[src/rtl/pipelined_addsub.sv]
// Elastic add/subtract pipeline: WIDTH bits in STAGES carry chunks, one chunk per stage.
// Optional signed saturation at the final stage when PIPELINED_ADDSUB_SAT_EN is defined.
module pipelined_addsub #(
    parameter int WIDTH  = 16,
    parameter int STAGES = 4
) (
    input  logic             clk,
    input  logic             rst_n,
    input  logic             in_valid,
    output logic             in_ready,
    input  logic [WIDTH-1:0] a,
    input  logic [WIDTH-1:0] b,
    input  logic             cin,
    input  logic             sub,
    output logic             out_valid,
    input  logic             out_ready,
    output logic [WIDTH-1:0] sum,
    output logic             cout,
    output logic             ovf
);
    localparam int CH = WIDTH / STAGES;

    logic [STAGES-1:0]            v_q, v_in, c_q, c_n;
    logic [STAGES:0]              en;
    logic [STAGES-1:0][WIDTH-1:0] a_q, b_q, s_q, a_n, b_n, s_n;
    logic                         ovf_q, ovf_n;

    // A stage may load when empty or when the stage after it is moving.
    assign en[STAGES] = out_ready;

    for (genvar k = 0; k < STAGES; k++) begin : g_stg
        logic [WIDTH-1:0] ai, bi, si, sm;
        logic             ci;
        logic [CH:0]      add;

        assign en[k] = !v_q[k] || en[k+1];

        if (k == 0) begin : g_first
            assign ai      = a;
            assign bi      = sub ? ~b : b;
            assign si      = '0;
            assign ci      = cin;
            assign v_in[k] = in_valid;
        end else begin : g_next
            assign ai      = a_q[k-1];
            assign bi      = b_q[k-1];
            assign si      = s_q[k-1];
            assign ci      = c_q[k-1];
            assign v_in[k] = v_q[k-1];
        end

        assign add = {1'b0, ai[k*CH +: CH]} + {1'b0, bi[k*CH +: CH]} + {{CH{1'b0}}, ci};

        always_comb begin
            sm = si;
            sm[k*CH +: CH] = add[CH-1:0];
        end

        assign a_n[k] = ai;
        assign b_n[k] = bi;
        assign c_n[k] = add[CH];

        if (k == STAGES - 1) begin : g_last
            logic msb_cin;
            // Carry into the MSB recovered from its sum bit and operand bits.
            assign msb_cin = sm[WIDTH-1] ^ ai[WIDTH-1] ^ bi[WIDTH-1];
            assign ovf_n   = msb_cin ^ add[CH];
`ifdef PIPELINED_ADDSUB_SAT_EN
            logic [WIDTH-1:0] sat;
            assign sat    = (!ai[WIDTH-1] && !bi[WIDTH-1]) ? {1'b0, {(WIDTH-1){1'b1}}}
                                                           : {1'b1, {(WIDTH-1){1'b0}}};
            assign s_n[k] = ovf_n ? sat : sm;
`else
            assign s_n[k] = sm;
`endif
        end else begin : g_pass
            assign s_n[k] = sm;
        end
    end

    always_ff @(posedge clk) begin
        if (!rst_n) begin
            v_q   <= '0;
            a_q   <= '0;
            b_q   <= '0;
            s_q   <= '0;
            c_q   <= '0;
            ovf_q <= 1'b0;
        end else begin
            for (int k = 0; k < STAGES; k++) begin
                if (en[k]) begin
                    v_q[k] <= v_in[k];
                    a_q[k] <= a_n[k];
                    b_q[k] <= b_n[k];
                    s_q[k] <= s_n[k];
                    c_q[k] <= c_n[k];
                end
            end
            if (en[STAGES-1]) ovf_q <= ovf_n;
        end
    end

    assign in_ready  = en[0];
    assign out_valid = v_q[STAGES-1];
    assign sum       = s_q[STAGES-1];
    assign cout      = c_q[STAGES-1];
    assign ovf       = ovf_q;

endmodule

[config.mk]
export PLATFORM = sky130hd
export DESIGN_NAME = pipelined_addsub
export DESIGN_NICKNAME = d
export VERILOG_FILES = /design/src/rtl/pipelined_addsub.sv
export SDC_FILE = /design/constraint.sdc
export NUM_CORES = 1
export LEC_CHECK = 0
export ABC_AREA = 0
export CAP_MARGIN = 15
export CORE_MARGIN = 3
export CORE_UTILIZATION = 45
export DETAILED_ROUTE_END_ITERATION = 10
export GPL_ROUTABILITY_DRIVEN = 0
export PLACE_DENSITY = 0.68
export SYNTH_ARGS = -nofsm -noshare
export SYNTH_HDL_FRONTEND = slang
export SYNTH_SLANG_ARGS = --single-unit
export TNS_END_PERCENT = 1
[constraint.sdc]
create_clock -name clk -period 3.49 [get_ports clk]
set_clock_uncertainty 0.15 [all_clocks]
set_input_delay 0.698 -clock clk [delete_from_list [all_inputs] [get_ports clk]]
set_output_delay 0.698 -clock clk [all_outputs]
set_load 0.02 [all_outputs]
==> results_dict.tcl <==
set metrics [dict create \
    status "finished clean" \
    holdCritPathClass "flip-flop to flip-flop" \
    nNetsFinal 580 \
    cts_sinks 97 \
    fin_cells 632 \
    detail-route-antenna-nets 0 \
    io_buffers 57 \
    fill_cells 811 \
    fmaxAchievable_mhz 319 \
    grt_antenna_before_repair 0 \
    min_period_over_period 0.899 \
    grt_pass1_wl_um 13100 \
    dpl.hpwl_um 5370 \
    post_cts_resized 0 \
    grt_usage 0.159 \
    worstReg2RegStart "c_q[2]" \
    p_leak_nw 1.93 \
    slowest_stage "clkdlybuf4s50_1" \
    diodes 0 \
    ys_warn_count 0 \
    drive_gt1_frac 0.0531 \
    first_pass_iters 4 \
    multiInputGateArea_mm2 0.00187 \
    drc 0 \
    min_path_cells 2 \
    synth-seq-cells 97 \
    crit_path_end_kind "output pin" \
    crit_top_cell "clkdlybuf4s50_1" \
    finalWirelength_um 7560 \
    start_kind "input pin" \
    yosysSeqAreaShare 0.484 \
    cp_max_fo 2 \
    worst_r2r_endpoint "ovf" \
    dieArea_mm2 0.0101 \
    h-tree-depth 3 \
    cts_root_buffer "clkbuf_8" \
    worst_skew_pair.late_latency_ns 0.36 \
    numCtsBuffers 9 \
    min_to "sum[0]" \
    placedCellCount 616 \
    syn_to_final_growth_pct 20.9 \
    finalHoldViolCount 0 \
    cts_tree "done" \
    setup_viol 0 \
    r2r_cells 7 \
    max-slew-margin-rel 0.539 \
    syn_nets 536 \
    ys_types 25 \
    grt.overflow.total 0 \
    pin_count 58 \
    num_rows 33 \
    syn_area_mm2 0.00401 \
    cts_setup_buffers 0 \
    fin_crit_ns 3.14 \
    grt_pass1_vias 3000 \
    powerDensity_mw_per_mm2 459 \
    path_clk_slew_ns 0.09 \
    slowest_delay_ns 0.60 \
    regArea_mm2 0.00194 \
    hold_slack_ns 0.302 \
    rrSetupSlack_ns 1.12 \
    synthCells 478 \
    grt_max_degree 61 \
    required_ns 2.64 \
    worstSetupStartpoint "out_ready" \
    maxSlewViolCount 0 \
    initial_utilization 0.476 \
    postCtsHoldBufs 0 \
    core_mm2 0.00842 \
    vias 3083 \
    viasPerCell 4.88 \
    drv_cap 0 \
    drt_iter0_markers 81 \
    setup.worst_path.class "input pin to output pin" \
    min_from "sum[0]" \
    tightest_slew_ns 0.689 \
    path_cells "clkdlybuf4s50_1 > nor2b_4 > and3_4 > and2_4 > inv_1 > clkdlybuf4s50_1" \
    die_w_um 100 \
    syn_area_per_cell_um2 8.39 \
    rsz0062_at_grt "false" \
    arrival_ns 2.29 \
    wl_per_cell_um 12.0 \
    setup_tns_ns 0 \
    die_y_um 100 \
    clockBufferDepth 2 \
    vdd_drop_max_mv 0.194 \
]
-- cells by family (layout without fill, tap and decap cells) --
logic type      Yosys count  count (layout)  synth area share
compound gates          109             109             0.153
buf+inv                  44              93            0.0487
simple gates            182             182             0.180
fa+ha+maj                20              20            0.0774
flops                    97              97             0.484
xor+xnor                 26              26            0.0568
-- where the power goes --
| group | internal (W) | switching, W |
|---|---|---|
| logic | 0.000135 | 0.000120 |
| registers | 0.00118 | 0.0000380 |
| clock network | 0.000374 | 0.000385 |
-- layout make-up --
cell class,count,area share
Clock buffer,11,0.0312
Clock inverter,5,0.0129
Inverter,12,0.00929
Multi-Input combinational cell,337,0.386
Sequential cell,97,0.400
Tap cell,105,0.0271
Timing Repair Buffer,65,0.133
-- worst max path at each step --
stage,end,slack (ns),depth (start not counted)
2_1_floorplan,g_stg[1].si[3],0.60,9
3_3_place_gp,in_ready,0.35,6
3_5_place_dp,in_ready,0.36,6
4_1_cts,in_ready,0.34,6
5_1_grt,in_ready,0.30,6
6_report,in_ready,0.35,6
-- state kept, by name, summed over array words and instances (netlist names) --
signal and count:
g_stg.si 24, g_stg.ai 24, ovf 1, c_q 4
g_stg.bi 24, v_q 4, sum 16
-- per-stage QoR --
| stage | instance area [um2] | power [W] | util | worst slack (ns) |
|---|---|---|---|---|
| after floorplan | 4010 | 0.00139 | - | 0.599 |
| after global placement | 4640 | 0.00149 | 0.550 | 0.348 |
| after detailed placement | 4640 | 0.00150 | 0.550 | 0.358 |
| after CTS | 4850 | 0.00225 | 0.576 | 0.342 |
| after global routing | 4850 | 0.00233 | 0.576 | 0.296 |
| final | 4850 | 0.00223 | 0.576 | 0.352 |
-- layer usage --
layer  global-route usage  part of all wire  up-vias
met2                0.252              0.43       68
met3               0.0396             0.057       12
met5                    0                 0        -
li1                     -                 -     1635
met4               0.0508             0.014        0
met1                0.213              0.50     1368
-- critical path: cells and delay by family --
family | cells | cell delay, ns
and+or+nand+nor | 3 | 0.40
buffers and inverters | 3 | 1.19
-- cells in the mapped netlist --
cell | instances | area share
and2_1 | 1 | 0.0016
and3_4 | 1 | 0.0028
a211oi_1 | 20 | 0.037
ha_1 | 12 | 0.037
and2_4 | 1 | 0.0022
nand2_1 | 141 | 0.13
a21oi_1 | 78 | 0.097
o21ai_0 | 4 | 0.0050
fa_1 | 8 | 0.040
or3b_1 | 1 | 0.0022
a21o_1 | 6 | 0.011
buf_2 | 6 | 0.0075
inv_1 | 11 | 0.010
dfxtp_1 | 97 | 0.48
nor3_1 | 2 | 0.0025
nor2b_4 | 1 | 0.0034
clkbuf_1 | 23 | 0.022
nor2_1 | 31 | 0.029
nor2b_1 | 2 | 0.0031
inv_2 | 1 | 0.00093
xor2_1 | 6 | 0.013
xnor2_1 | 20 | 0.044
o21a_1 | 1 | 0.0019
nand2b_1 | 1 | 0.0016
buf_6 | 3 | 0.0084
-- layout by cell type (no fill, tap or decap) --
master	synthesis	routed
clkinv_4	0	1
inv_6	0	1
nor2b_1	2	2
clkdlybuf4s50_1	0	57
o21a_1	1	1
or3b_1	1	1
bufinv_16	0	1
dfxtp_1	97	97
clkinvlp_4	0	2
a21oi_1	78	78
and2_4	1	1
and2_1	1	1
nor3_1	2	2
xor2_1	6	6
xnor2_1	20	20
ha_1	12	12
a211oi_1	20	20
nor2_1	31	31
inv_1	11	11
buf_4	0	7
inv_2	1	1
a21o_1	6	6
nor2b_4	1	1
clkbuf_8	0	11
o21ai_0	4	4
fa_1	8	8
nand2b_1	1	1
nand2_1	141	141
buf_12	0	1
and3_4	1	1
Power figures use the tool's default switching activity.
